$ cat src/rtl/adder_share_pkg.sv
// Shared types and constants for the shared-adder arbiter.
package adder_share_pkg;

   // Default sizing of one arbiter instance
   localparam int unsigned DEF_NUM_REQ = 4;
   localparam int unsigned DEF_WIDTH   = 12;

   // Arbiter control states
   typedef enum logic [1:0] {
      IDLE = 2'd0,
      EXEC = 2'd1,
      RESP = 2'd2
   } state_t;

   // Width of a requester index; never narrower than one bit
   function automatic int unsigned id_width(input int unsigned n);
      int unsigned w;
      w = $clog2(n);
      return (w < 1) ? 1 : w;
   endfunction

endpackage

$ cat src/rtl/adder_share_rr_pick.sv
// Combinational round-robin picker: first valid requester at or above ptr, wrapping.
module adder_share_rr_pick
   import adder_share_pkg::*;
#(
   parameter int unsigned NUM_REQ = DEF_NUM_REQ,
   parameter int unsigned ID_W    = id_width(NUM_REQ)
) (
   input  logic [NUM_REQ-1:0] req_valid,
   input  logic [ID_W-1:0]    ptr,
   output logic [NUM_REQ-1:0] grant_onehot,
   output logic [ID_W-1:0]    grant_idx,
   output logic               any_valid
);

   // Scan candidates in priority order starting at ptr
   always_comb begin
      logic [ID_W-1:0] cand;
      cand         = '0;
      grant_idx    = '0;
      any_valid    = 1'b0;
      grant_onehot = '0;
      for (int unsigned k = 0; k < NUM_REQ; k++) begin
         cand = ID_W'((32'(ptr) + k) % NUM_REQ);
         if (!any_valid && req_valid[cand]) begin
            any_valid = 1'b1;
            grant_idx = cand;
         end
      end
      if (any_valid) begin
         grant_onehot[grant_idx] = 1'b1;
      end
   end

endmodule

$ cat src/rtl/adder_share_arbiter.sv
// Round-robin share of one external adder among NUM_REQ requesters with a tagged response.
module adder_share_arbiter
   import adder_share_pkg::*;
#(
   parameter int unsigned NUM_REQ = DEF_NUM_REQ,
   parameter int unsigned WIDTH   = DEF_WIDTH,
   parameter int unsigned ID_W    = id_width(NUM_REQ)
) (
   input  logic                     clk,
   input  logic                     rst,
   input  logic [NUM_REQ-1:0]       req_valid,
   output logic [NUM_REQ-1:0]       req_ready,
   input  logic [NUM_REQ*WIDTH-1:0] req_a,
   input  logic [NUM_REQ*WIDTH-1:0] req_b,
   output logic [WIDTH-1:0]         add_op_a,
   output logic [WIDTH-1:0]         add_op_b,
   input  logic [WIDTH:0]           add_sum,
   output logic                     resp_valid,
   input  logic                     resp_ready,
   output logic [ID_W-1:0]          resp_id,
   output logic [WIDTH:0]           resp_sum,
   output logic                     busy
);

   state_t              state;
   state_t              state_nxt;
   logic [ID_W-1:0]     rr_ptr;
   logic [ID_W-1:0]     ptr_nxt;
   logic [ID_W-1:0]     id_q;
   logic [NUM_REQ-1:0]  pick_onehot;
   logic [ID_W-1:0]     pick_idx;
   logic                pick_any;
   logic                grant_ok;
   logic                grant;
   logic [WIDTH-1:0]    sel_a;
   logic [WIDTH-1:0]    sel_b;

   adder_share_rr_pick #(
      .NUM_REQ (NUM_REQ),
      .ID_W    (ID_W)
   ) u_pick (
      .req_valid    (req_valid),
      .ptr          (rr_ptr),
      .grant_onehot (pick_onehot),
      .grant_idx    (pick_idx),
      .any_valid    (pick_any)
   );

   // A new operand pair may enter when idle or while the current result retires
   always_comb begin
      grant_ok = 1'b0;
      if (!rst) begin
         grant_ok = (state == IDLE) || ((state == RESP) && resp_ready);
      end
      grant = grant_ok && pick_any;
   end

   // Winner's operands and the pointer position just past the winner
   always_comb begin
      sel_a = '0;
      sel_b = '0;
      for (int unsigned i = 0; i < NUM_REQ; i++) begin
         if (pick_onehot[i]) begin
            sel_a = req_a[i*WIDTH +: WIDTH];
            sel_b = req_b[i*WIDTH +: WIDTH];
         end
      end
      ptr_nxt = (pick_idx == ID_W'(NUM_REQ - 1)) ? '0 : pick_idx + ID_W'(1);
   end

   // State register
   always_ff @(posedge clk or posedge rst) begin
      if (rst) begin
         state <= IDLE;
      end else begin
         state <= state_nxt;
      end
   end

   // Next-state logic: EXEC lasts one cycle, RESP waits for the consumer
   always_comb begin
      state_nxt = state;
      case (state)
         IDLE: begin
            if (grant) begin
               state_nxt = EXEC;
            end
         end
         EXEC: begin
            state_nxt = RESP;
         end
         RESP: begin
            if (resp_ready) begin
               state_nxt = grant ? EXEC : IDLE;
            end
         end
         default: begin
            state_nxt = IDLE;
         end
      endcase
   end

   // Output decode
   always_comb begin
      req_ready  = '0;
      busy       = 1'b0;
      resp_valid = 1'b0;
      if (grant) begin
         req_ready = pick_onehot;
      end
      busy       = (state != IDLE);
      resp_valid = (state == RESP);
   end

   // Capture the winner's operands, owner id and advance the pointer on a grant
   always_ff @(posedge clk or posedge rst) begin
      if (rst) begin
         add_op_a <= '0;
         add_op_b <= '0;
         id_q     <= '0;
         rr_ptr   <= '0;
      end else if (grant) begin
         add_op_a <= sel_a;
         add_op_b <= sel_b;
         id_q     <= pick_idx;
         rr_ptr   <= ptr_nxt;
      end
   end

   // Capture the settled adder result at the end of EXEC
   always_ff @(posedge clk or posedge rst) begin
      if (rst) begin
         resp_sum <= '0;
         resp_id  <= '0;
      end else if (state == EXEC) begin
         resp_sum <= add_sum;
         resp_id  <= id_q;
      end
   end

endmodule
$ cat config.mk
export PLATFORM = sky130hd
export DESIGN_NAME = adder_share_arbiter
export DESIGN_NICKNAME = d
export VERILOG_FILES = /design/src/rtl/adder_share_pkg.sv /design/src/rtl/adder_share_rr_pick.sv /design/src/rtl/adder_share_arbiter.sv
export SDC_FILE = /design/constraint.sdc
export NUM_CORES = 1
export LEC_CHECK = 0
export ABC_AREA = 1
export BUFFER_PORTS_ARGS = -buffer_cell sky130_fd_sc_hd__buf_2
export CORE_MARGIN = 1
export CORE_UTILIZATION = 47
export DETAILED_ROUTE_END_ITERATION = 10
export GPL_TIMING_DRIVEN = 0
export PLACE_DENSITY = 0.82
export SLEW_MARGIN = 30
export SYNTH_ARGS = -nofsm -noshare
export SYNTH_HDL_FRONTEND = slang
export SYNTH_SLANG_ARGS = --single-unit
$ cat constraint.sdc
create_clock -name clk -period 4.1 [get_ports clk]
set_clock_uncertainty 0.2 [all_clocks]
set_input_delay 0.205 -clock clk [delete_from_list [all_inputs] [get_ports clk]]
set_output_delay 0.205 -clock clk [all_outputs]
set_load 0.03 [all_outputs]
==> impl_metrics.csv <==
group,metric,value,unit
power_and_ir_drop,power.density,1080,mW/mm²
placement,placed_cell_area,0.00420,mm²
route,vias_per_cell,5.10,
worst_hold_path,holdCritPathClass,"primary input to register",
placement,dp.final_hpwl,7.84,mm
global_routing,track_usage,0.299,
layout,most_frequent_cells_in_the_layout,"nand2_1 (190), buf_2 (168), nand3_1 (70), nor2_1 (63), inv_1 (60)",
floorplan,die_w,85.6,µm
layout,drive_above_1_share,0.302,
worst_setup_path,critical_path.max_fanout,10,
clocking,cts_max_path_buffers,2,
worst_setup_path,worstSetupPathType,"register to register",
layout,ff_latch_area,0.00113,mm²
synth,synth.area.top_cells,"dfrtp_1 (34%), nand2_1 (22%), nand3_1 (11%)",
worst_setup_path,worst_path_largest_cell_delay,0.57,ns
worst_setup_path,worst_path_most_repeated_cell,"nand2_1",
synth,synthDominantAreaCellType,"dfrtp_1",
global_routing,grt_max_degree,33,
synth,syn-mean-instance-area,6.31,µm²
floorplan,die_h,85.6,µm
power_and_ir_drop,leakage,2.82,nW
placement,pre_cts_worst_setup_slack,0.655,ns
floorplan,ioPinCount,161,
layout,antenna_cells,0,
worst_setup_path,worstPathCellList,"buf_6 > inv_4 > nand2_1 > nand3_1 > nand2_1 > nor2_4 > nand3_4 > buf_6 > nand3_1 > o21ai_1 > inv_1 > ha_1 > buf_1 > clkbuf_2 > nand3_1 > nand2_1 > nand2_1 > a21oi_1 > dlygate4sd3_1",
timing,layout_min_cycle_time,3.70,ns
clocking,clk_root_buffer_cell,"clkbuf_8",
layout,layout_commonest_cell,"nand2_1",
global_routing,grt_antenna_before_repair,0,
synth,synth.lib_cells_used.distinct,27,
worst_setup_path,r2r.worst_path.cells,19,
timing,hold_viol,0,
timing,rsz0062_at_grt,"false",
worst_hold_path,worst_hold_path_cell_count,5,
synth,seq_area_frac_synth,0.343,
clocking,worstSkewPairLatency,0.30,ns
clocking,htree_levels,2,
route,wirelength,10.8,mm
flow_run,maxCapViolCount,0,
power_and_ir_drop,vdd_ir_drop_max,0.000551,V
timing,timing.hold.ws,0.0124,ns
synth,syn_inst,520,
timing,setup-violations-final,0,
timing,timing_worst_slew_pin_value,0.514,ns
status,status,"completed",
clocking,clock_tree_from_tritoncts,"yes",
route,wire_per_inst,13.7,µm
timing,layout_worst_path_cycle_share,0.903,
synth,yosysWarnings,0,
floorplan,initial_core_util,0.486,
layout,final_cell_area,0.00453,mm²
global_routing,grt_pass1_wl,17.3,mm
clocking,post-cts-setup-buffer-count,0,
floorplan,std_cell_rows,30,
synth,postSynthNetCount,640,
route,drt_pre_antenna_iters,5,
global_routing,globalRouteOverflowTotal,0,
layout,n_fill_cell,590,
clocking,cts.sink_count,45,
layout,area.growth.synth_to_final,37.8,%
worst_setup_path,r2r_setup_slack,0.40,ns
layout,finish.utilization,0.670,
route,drtIter0Drc,162,
clocking,numCtsBuffers,5,
layout,finish.net_count,828,
floorplan,core,0.00676,mm²
timing,tns,0,ns
placement,gp_routability_congestion,0.889,
worst_setup_path,r2r_end,"add_op_b[10]$_DFFE_PP0N_",
synth,yosys.area.top_type_share,0.343,
synth,yosys_register_bits,45,
worst_setup_path,cp_data_required_time,4.15,ns
placement,numPortBuffers,160,
timing,timing.max_slew.rel_slack,0.658,
synth,syn_area,0.00328,mm²
route,dr_total_vias,4022,
worst_setup_path,critical_path.slowest_cell,"dlygate4sd3_1",
worst_setup_path,worst_ep_arrival_time,3.75,ns
worst_hold_path,timing.hold.worst.start,"req_a[36]",
floorplan,floorplan.die_area,0.00732,mm²
worst_hold_path,holdPathEnd,"add_op_a[0]$_DFFE_PP0N_",
layout,area_of_combinational_cells_with_multiple_inputs,0.00173,mm²
clocking,clk_pin_slew_worst_paths,0.10,ns
timing,achievable-frequency,270,MHz
worst_setup_path,critPathCaptureType,"register",
timing,finalMaxSlewViolations,0,
worst_setup_path,crit-reg2reg-launch,"rr_ptr[0]$_DFFE_PP0N_",
global_routing,grt_pass1_vias,3864,
route,drc,0,
worst_setup_path,startpoint_type,"register",
timing,worst_slack,0.399,ns
route,antenna_violating_nets_post_route,0,
[registers in the layout, summed over array words and instances, names as in the netlist]
| signal | cells |
|---|---|
| id_q | 2 |
| state | 2 |
| resp_sum | 13 |
| resp_id | 2 |
| add_op_a | 12 |
| rr_ptr | 2 |
| add_op_b | 12 |
[worst max-delay path: cells and delay by family (launching register included)]
kind / cells / cell delay [ns]
and+or+nand+nor: 9 / 0.91
DFF: 1 / 0.39
adders and majority gates: 1 / 0.15
AOI/OAI and AO/OA: 2 / 0.32
buffers and inverters: 7 / 1.68
[where the power goes]
part | leakage (nW) | switching, mW | internal, mW
sequential | 0.550 | 0.115 | 0.665
clock | 0.0554 | 0.168 | 0.184
combinational | 2.21 | 2.52 | 1.25
[per-stage QoR]
stage	std cells	total power, mW
final	789	4.90
after detailed placement	761	4.42
after global placement	760	4.31
after floorplan	520	3.52
after global routing	789	5.37
after CTS	790	4.82
[logic make-up after synthesis]
kind of cell    synth area share
simple gates               0.424
buf+inv                    0.131
flops                      0.343
compound gates            0.0389
mux                       0.0480
fa+ha+maj                 0.0152
[what timing repair did]
action | 4_1_cts | 5_1_grt
endpoints found under the hold margin | 31 | 0
resized for setup | 0 | 6
hold buffers | 21 | 0
setup endpoints to repair | 0 | 3
[worst max path at each step]
| stage | start | endpoint | slack [ns] | depth (start not counted) |
|---|---|---|---|---|
| 4_1_cts | rr_ptr[1]$_DFFE_PP0N_ | add_op_b[10]$_DFFE_PP0N_ | 0.22 | 18 |
| 5_1_grt | rr_ptr[0]$_DFFE_PP0N_ | add_op_b[10]$_DFFE_PP0N_ | 0.08 | 19 |
| 6_report | rr_ptr[0]$_DFFE_PP0N_ | add_op_b[10]$_DFFE_PP0N_ | 0.40 | 19 |
| 3_3_place_gp | rr_ptr[1]$_DFFE_PP0N_ | req_ready[1] | 0.73 | 15 |
| 2_1_floorplan | rr_ptr[0]$_DFFE_PP0N_ | req_ready[1] | 0.99 | 15 |
| 3_5_place_dp | rr_ptr[1]$_DFFE_PP0N_ | req_ready[1] | 0.65 | 16 |
[metal layers]
| layer | wire length [µm] | vias to the layer above | global-route usage |
|---|---|---|---|
| met5 | 0 | - | 0 |
| li1 | - | 1956 | - |
| met2 | 5390 | 198 | 0.548 |
| met3 | 898 | 28 | 0.0539 |
| met4 | 255 | 0 | 0.108 |
| met1 | 4290 | 1840 | 0.350 |
[final cells by class]
| type | count | share of cell area |
|---|---|---|
| multi-input cells | 376 | 0.382 |
| well taps | 80 | 0.0221 |
| clock inverters | 2 | 0.00857 |
| plain buffers | 27 | 0.0354 |
| flip-flops and latches | 45 | 0.249 |
| repair buffers | 182 | 0.228 |
| clock buffers | 6 | 0.0160 |
| inverters | 71 | 0.0594 |
[Yosys cell counts]
cell type,number
nand3_4,1
o21ai_1,4
buf_4,4
nor2_4,1
o21a_1,2
nand2_1,190
buf_2,8
buf_6,4
nor2_1,63
o21ai_0,3
buf_1,2
mux2_2,14
nor2_2,1
ha_1,4
a21oi_1,14
clkinv_1,7
nand4_1,2
and2_4,1
inv_4,1
dfrtp_1,45
inv_2,2
o211ai_1,1
nand2_4,1
nand3_1,70
clkbuf_1,10
nand2_2,4
inv_1,61
(Power assumes the default switching activity.)
